[src/rtl/rf_pkg.sv]
// rtl/rf_pkg.sv - shared register-file constants, data type and address-width helper
package rf_pkg;

    localparam int RF_XLEN  = 32;
    localparam int RF_NREGS = 32;

    typedef logic [RF_XLEN-1:0] rf_data_t;

    // A one-entry file still needs a 1-bit address port.
    function automatic int rf_aw(input int n);
        return (n > 1) ? $clog2(n) : 1;
    endfunction

endpackage

[src/rtl/rf_write_arbiter.sv]
// rtl/rf_write_arbiter.sv - per-register write enable and winning data across all write ports
module rf_write_arbiter
    import rf_pkg::*;
#(
    parameter int XLEN     = RF_XLEN,
    parameter int NREGS    = RF_NREGS,
    parameter int NWR      = 1,
    parameter int HAS_ZERO = 1,
    parameter int AW       = rf_aw(NREGS)
) (
    input  logic [NWR-1:0]        wr_en,
    input  logic [NWR*AW-1:0]     wr_addr,
    input  logic [NWR*XLEN-1:0]   wr_data,
    output logic [NREGS-1:0]      reg_we,
    output logic [NREGS*XLEN-1:0] reg_wdata
);

    // Ports scanned in ascending order so the highest-indexed effective write wins;
    // addresses >= NREGS never match any register and drop out naturally.
    always_comb begin
        reg_we    = '0;
        reg_wdata = '0;
        for (int r = 0; r < NREGS; r++) begin
            for (int j = 0; j < NWR; j++) begin
                if (wr_en[j] && (wr_addr[j*AW +: AW] == AW'(r)) && !(HAS_ZERO != 0 && r == 0)) begin
                    reg_we[r]                  = 1'b1;
                    reg_wdata[r*XLEN +: XLEN]  = wr_data[j*XLEN +: XLEN];
                end
            end
        end
    end

endmodule

[src/rtl/reg_file_mp.sv]
// rtl/reg_file_mp.sv - multi-port register file with write-through bypass and busy scoreboard
module reg_file_mp
    import rf_pkg::*;
#(
    parameter int XLEN     = RF_XLEN,
    parameter int NREGS    = RF_NREGS,
    parameter int NRD      = 2,
    parameter int NWR      = 1,
    parameter int HAS_ZERO = 1,
    localparam int AW      = rf_aw(NREGS)
) (
    input  logic                  clk,
    input  logic                  reset_n,
    input  logic [NRD-1:0]        rd_en,
    input  logic [NRD*AW-1:0]     rd_addr,
    output logic [NRD*XLEN-1:0]   rd_data,
    output logic [NRD-1:0]        rd_busy,
    input  logic [NWR-1:0]        wr_en,
    input  logic [NWR*AW-1:0]     wr_addr,
    input  logic [NWR*XLEN-1:0]   wr_data,
    input  logic                  sb_set,
    input  logic [AW-1:0]         sb_set_addr,
    output logic [NREGS-1:0]      busy_vec
);

    logic [XLEN-1:0]       regs [NREGS];
    logic [NREGS-1:0]      busy;
    logic [NREGS-1:0]      busy_nxt;
    logic [NREGS-1:0]      reg_we;
    logic [NREGS*XLEN-1:0] reg_wdata;
    logic [NRD*XLEN-1:0]   rd_val;
    logic [NRD-1:0]        rd_bsy;

    rf_write_arbiter #(
        .XLEN     (XLEN),
        .NREGS    (NREGS),
        .NWR      (NWR),
        .HAS_ZERO (HAS_ZERO),
        .AW       (AW)
    ) u_arb (
        .wr_en     (wr_en),
        .wr_addr   (wr_addr),
        .wr_data   (wr_data),
        .reg_we    (reg_we),
        .reg_wdata (reg_wdata)
    );

    // Completion clears, then a new issue re-sets: the newer producer wins.
    always_comb begin
        busy_nxt = busy & ~reg_we;
        for (int r = 0; r < NREGS; r++) begin
            if (sb_set && (sb_set_addr == AW'(r)) && !(HAS_ZERO != 0 && r == 0)) begin
                busy_nxt[r] = 1'b1;
            end
        end
    end

    // Unmatched (out-of-range) addresses and the zero register read as 0.
    always_comb begin
        rd_val = '0;
        rd_bsy = '0;
        for (int i = 0; i < NRD; i++) begin
            for (int r = 0; r < NREGS; r++) begin
                if ((rd_addr[i*AW +: AW] == AW'(r)) && !(HAS_ZERO != 0 && r == 0)) begin
                    rd_val[i*XLEN +: XLEN] = reg_we[r] ? reg_wdata[r*XLEN +: XLEN] : regs[r];
                    rd_bsy[i]              = busy_nxt[r];
                end
            end
        end
    end

    always_ff @(posedge clk or negedge reset_n) begin
        if (!reset_n) begin
            for (int r = 0; r < NREGS; r++) begin
                regs[r] <= '0;
            end
            busy    <= '0;
            rd_data <= '0;
            rd_busy <= '0;
        end else begin
            for (int r = 0; r < NREGS; r++) begin
                if (reg_we[r]) begin
                    regs[r] <= reg_wdata[r*XLEN +: XLEN];
                end
            end
            busy <= busy_nxt;
            for (int i = 0; i < NRD; i++) begin
                if (rd_en[i]) begin
                    rd_data[i*XLEN +: XLEN] <= rd_val[i*XLEN +: XLEN];
                    rd_busy[i]              <= rd_bsy[i];
                end
            end
        end
    end

    assign busy_vec = busy;

endmodule

[config.mk]
export PLATFORM = sky130hd
export DESIGN_NAME = reg_file_mp
export DESIGN_NICKNAME = d
export VERILOG_FILES = /design/src/rtl/rf_pkg.sv /design/src/rtl/rf_write_arbiter.sv /design/src/rtl/reg_file_mp.sv
export SDC_FILE = /design/constraint.sdc
export NUM_CORES = 2
export LEC_CHECK = 0
export ABC_AREA = 1
export BUFFER_PORTS_ARGS = -buffer_cell sky130_fd_sc_hd__buf_4
export CAP_MARGIN = 0
export CORE_MARGIN = 2
export CORE_UTILIZATION = 35
export CTS_CLUSTER_SIZE = 10
export DETAILED_ROUTE_END_ITERATION = 10
export GPL_TIMING_DRIVEN = 0
export PLACE_DENSITY = 0.48
export SYNTH_ARGS = -nofsm -noshare
export SYNTH_HDL_FRONTEND = slang
export SYNTH_SLANG_ARGS = --single-unit
[constraint.sdc]
create_clock -name clk -period 1.91 [get_ports clk]
set_input_delay 0.0955 -clock clk [delete_from_list [all_inputs] [get_ports clk]]
set_output_delay 0.0955 -clock clk [all_outputs]
set_load 0.01 [all_outputs]
==> results.yml <==
outcome:
  failed_checks: "hold timing, capacitance limit, setup timing"
  status: "complete, but fails checks"
global_route:
  grt_use_total_pct: 38.4
  antenna_found_initial: 37
  grt.overflow.total: 0
  grt_pass1_vias: 57800
  grt_max_degree: 157
  grt_pass1_wl_um: 454000
finish:
  fin_nets: 8895
  final_cell_mix: "nand2_1 (2990), dfrtp_1 (1087), o21ai_0 (915)"
  fillers: 17500
  mostFrequentLayoutCell: "nand2_1"
  seq_area_um2: 27300
  multiInputGateArea_um2: 29100
  area_growth_pct: 24.1
  stdcell_count: 11100
  drive_above_1_share_pct: 18.1
  post-route-util_pct: 43.8
sta:
  drv_slew: 0
  setup_viol: 66
  finalCriticalPeriod_ns: 4.05
  hold_viol: 484
  fmax_ghz: 0.247
  max_slew_margin_pct: 0.526
  period_share_pct: 212
  holdWs_ns: -0.777
  skew_ns: 0.0211
  tightest_slew_ns: 1.49
  layout_setup_ws_ns: -2.14
  rsz0062_at_grt: "yes"
floorplanning:
  start_util_pct: 35.3
  ioPinCount: 156
  rows: 149
  die_w_um: 412
  die_h_um: 412
  core_um2: 165000
  dieArea_um2: 170000
worst_setup_path:
  crit_required_ns: 2.59
  crit_chain: "buf_4 > inv_1 > nand2_1 > nor2_2 > inv_1 > nor2_1 > nor2_4 > nand4_1 > nor2_2 > nand4_1 > nor2_2 > nand4_1 > nor2_2 > nand4_1 > nor2_2 > nand4_1 > nand2_1 > nand3_1 > nand2_1 > nand4_1 > nand2_1 > nand2_1"
  cpMostUsedCell: "nand4_1"
  critPathTopFamily: "simple AND/OR/NAND/NOR gates"
  crit_buf_inv: 3
  crit_path_end_kind: "flop"
  critPathMaxStageDelay_ns: 0.47
  worstSetupPathType: "input pin to flop"
  arrival_ns: 4.73
  start_kind: "input pin"
  critPathMaxFanout: 8
  crit_slowest_cell: "nand4_1"
flow_run:
  maxCapViolCount: 1
synth:
  synth.yosys.warnings: 0
  syn_avg_cell_area_um2: 6.97
  ys_seq_area_share_pct: 46.7
  netlist_area_um2: 58300
  yosysUniqueCellTypes: 38
  syn_inst: 8364
  syn_nets: 8422
  synth-seq-cells: 1089
detailed_routing:
  ant_nets: 0
  drc: 0
  drt-total-wl_um: 332000
  wire_per_inst_um: 29.8
  viasPerCell: 5.52
  drt-initial-drc-count: 7262
  first_pass_iters: 6
  vias: 61500
cts:
  cts-htree-levels: 4
  worstSkewPairLatency_ns: 0.81
  cts-buffers-inserted: 140
  path_clk_slew_ns: 0.06
  root_buffer: "clkbuf_16"
  tritoncts: "built"
  clock_path_buffers: 3
  clock_sinks: 1089
placement:
  dpl.hpwl_um: 244000
  placed_cells: 10700
  gp_congestion: 0.993
  portBuffers: 153
hold_path:
  hold_path_class: "input pin to asynchronous set/reset pin"
power:
  peakVddDrop_uv: 999
  leakagePower_nw: 34.3
  power_density_nw_per_um2: 975
[path summary, 6_finish.rpt]
path	slack [ns]	startpoint	endpoint	cells after the start
min	-0.78	reset_n	regs[584]$_DFF_PN0_	1
max reg2reg	-2.09	regs[951]$_DFF_PN0_	rd_data[23]$_DFFE_PN0P_	20
max in group asynchronous	0.55	reset_n	regs[523]$_DFF_PN0_	3
min in group clk	-0.25	wr_data[12]	regs[588]$_DFF_PN0_	3
min reg2reg	0.48	rd_data[29]$_DFFE_PN0P_	rd_data[29]$_DFFE_PN0P_	2
max	-2.14	rd_addr[9]	rd_data[41]$_DFFE_PN0P_	22
[flip-flops by register name, indices dropped and copies added (netlist names)]
register  cells
rd_busy       2
busy_vec     31
regs        992
rd_data      64
[routing by layer]
| metal | up-vias | share of wire (%) | GRT usage [%] |
|---|---|---|---|
| met3 | 761 | 8.5 | 8.20 |
| met1 | 30500 | 40 | 49.8 |
| met5 | - | 0.020 | 0 |
| met2 | 3006 | 44 | 58.8 |
| met4 | 10 | 7.0 | 22.7 |
| li1 | 27200 | - | - |
[cell usage after synthesis, drive strengths merged]
cell | count | area, um^2
buf | 61 | 354
a22o | 2 | 17.5
nor2 | 498 | 1950
o21a | 29 | 225
o31ai | 1 | 7.51
nor3 | 24 | 140
o21bai | 1 | 7.51
inv | 883 | 3310
dfrtp | 1089 | 27300
nand4 | 396 | 2480
o211ai | 10 | 75.1
nand3 | 258 | 1310
o21ai | 1037 | 5200
conb | 1 | 3.75
and2 | 103 | 644
a21oi | 15 | 75.1
clkbuf | 429 | 1610
clkinv | 26 | 97.6
o22ai | 2 | 12.5
or2 | 163 | 1020
nand2 | 3336 | 12500
[per-stage QoR]
step / instance area (um^2) / power, mW / setup slack, ns / TNS, ns / hold slack (ns)
after floorplan: 58700 / 36.4 / -0.206 / -10.26 / -0.200
after global placement: 62500 / 42.3 / -14.21 / - / 0.411
after global routing: 72300 / 73.3 / -1.98 / -98.34 / -0.766
final: 72400 / 70.6 / -2.14 / -99.60 / -0.777
after detailed placement: 62900 / 42.5 / -3.82 / -663.75 / 0.0720
after CTS: 71300 / 70.1 / -2.05 / -104.72 / -0.768
[cell families (layout without fill, tap and decap cells)]
kind of cell	count (synthesis)	in the layout	synth area share, %
flip-flops	1089	1089	46.7
other	1	23	0.00643
buffers and inverters	1399	1961	9.22
AO/OA/AOI/OAI	1097	1097	9.63
AND/OR/NAND/NOR	4778	4778	34.4
[area by class of cell]
type                    instances  area share (%)
clock inverters                15           0.180
well taps                    2189            3.78
plain buffers                 490            3.15
clock buffers                 216            5.79
diodes                         22          0.0760
inverters                     909            4.80
repair buffers                331            4.32
flip-flops and latches       1089            37.6
multi-input cells            5876            40.2
[what timing repair did]
action                                  in CTS  in global routing
resized for setup                          820                338
endpoints found under the setup margin     245                145
setup buffers                               53                 30
pin swaps                                  538                556
hold buffers                               101                  6
endpoints found under the hold margin      735                316
[report_power, final]
group	leakage, nW	internal, mW	switching (mW)
Combinational	18.5	4.89	10.6
Clock	2.12	15.1	11.2
Sequential	13.7	27.4	1.49
Note: power is estimated with default switching activity, not from simulation.
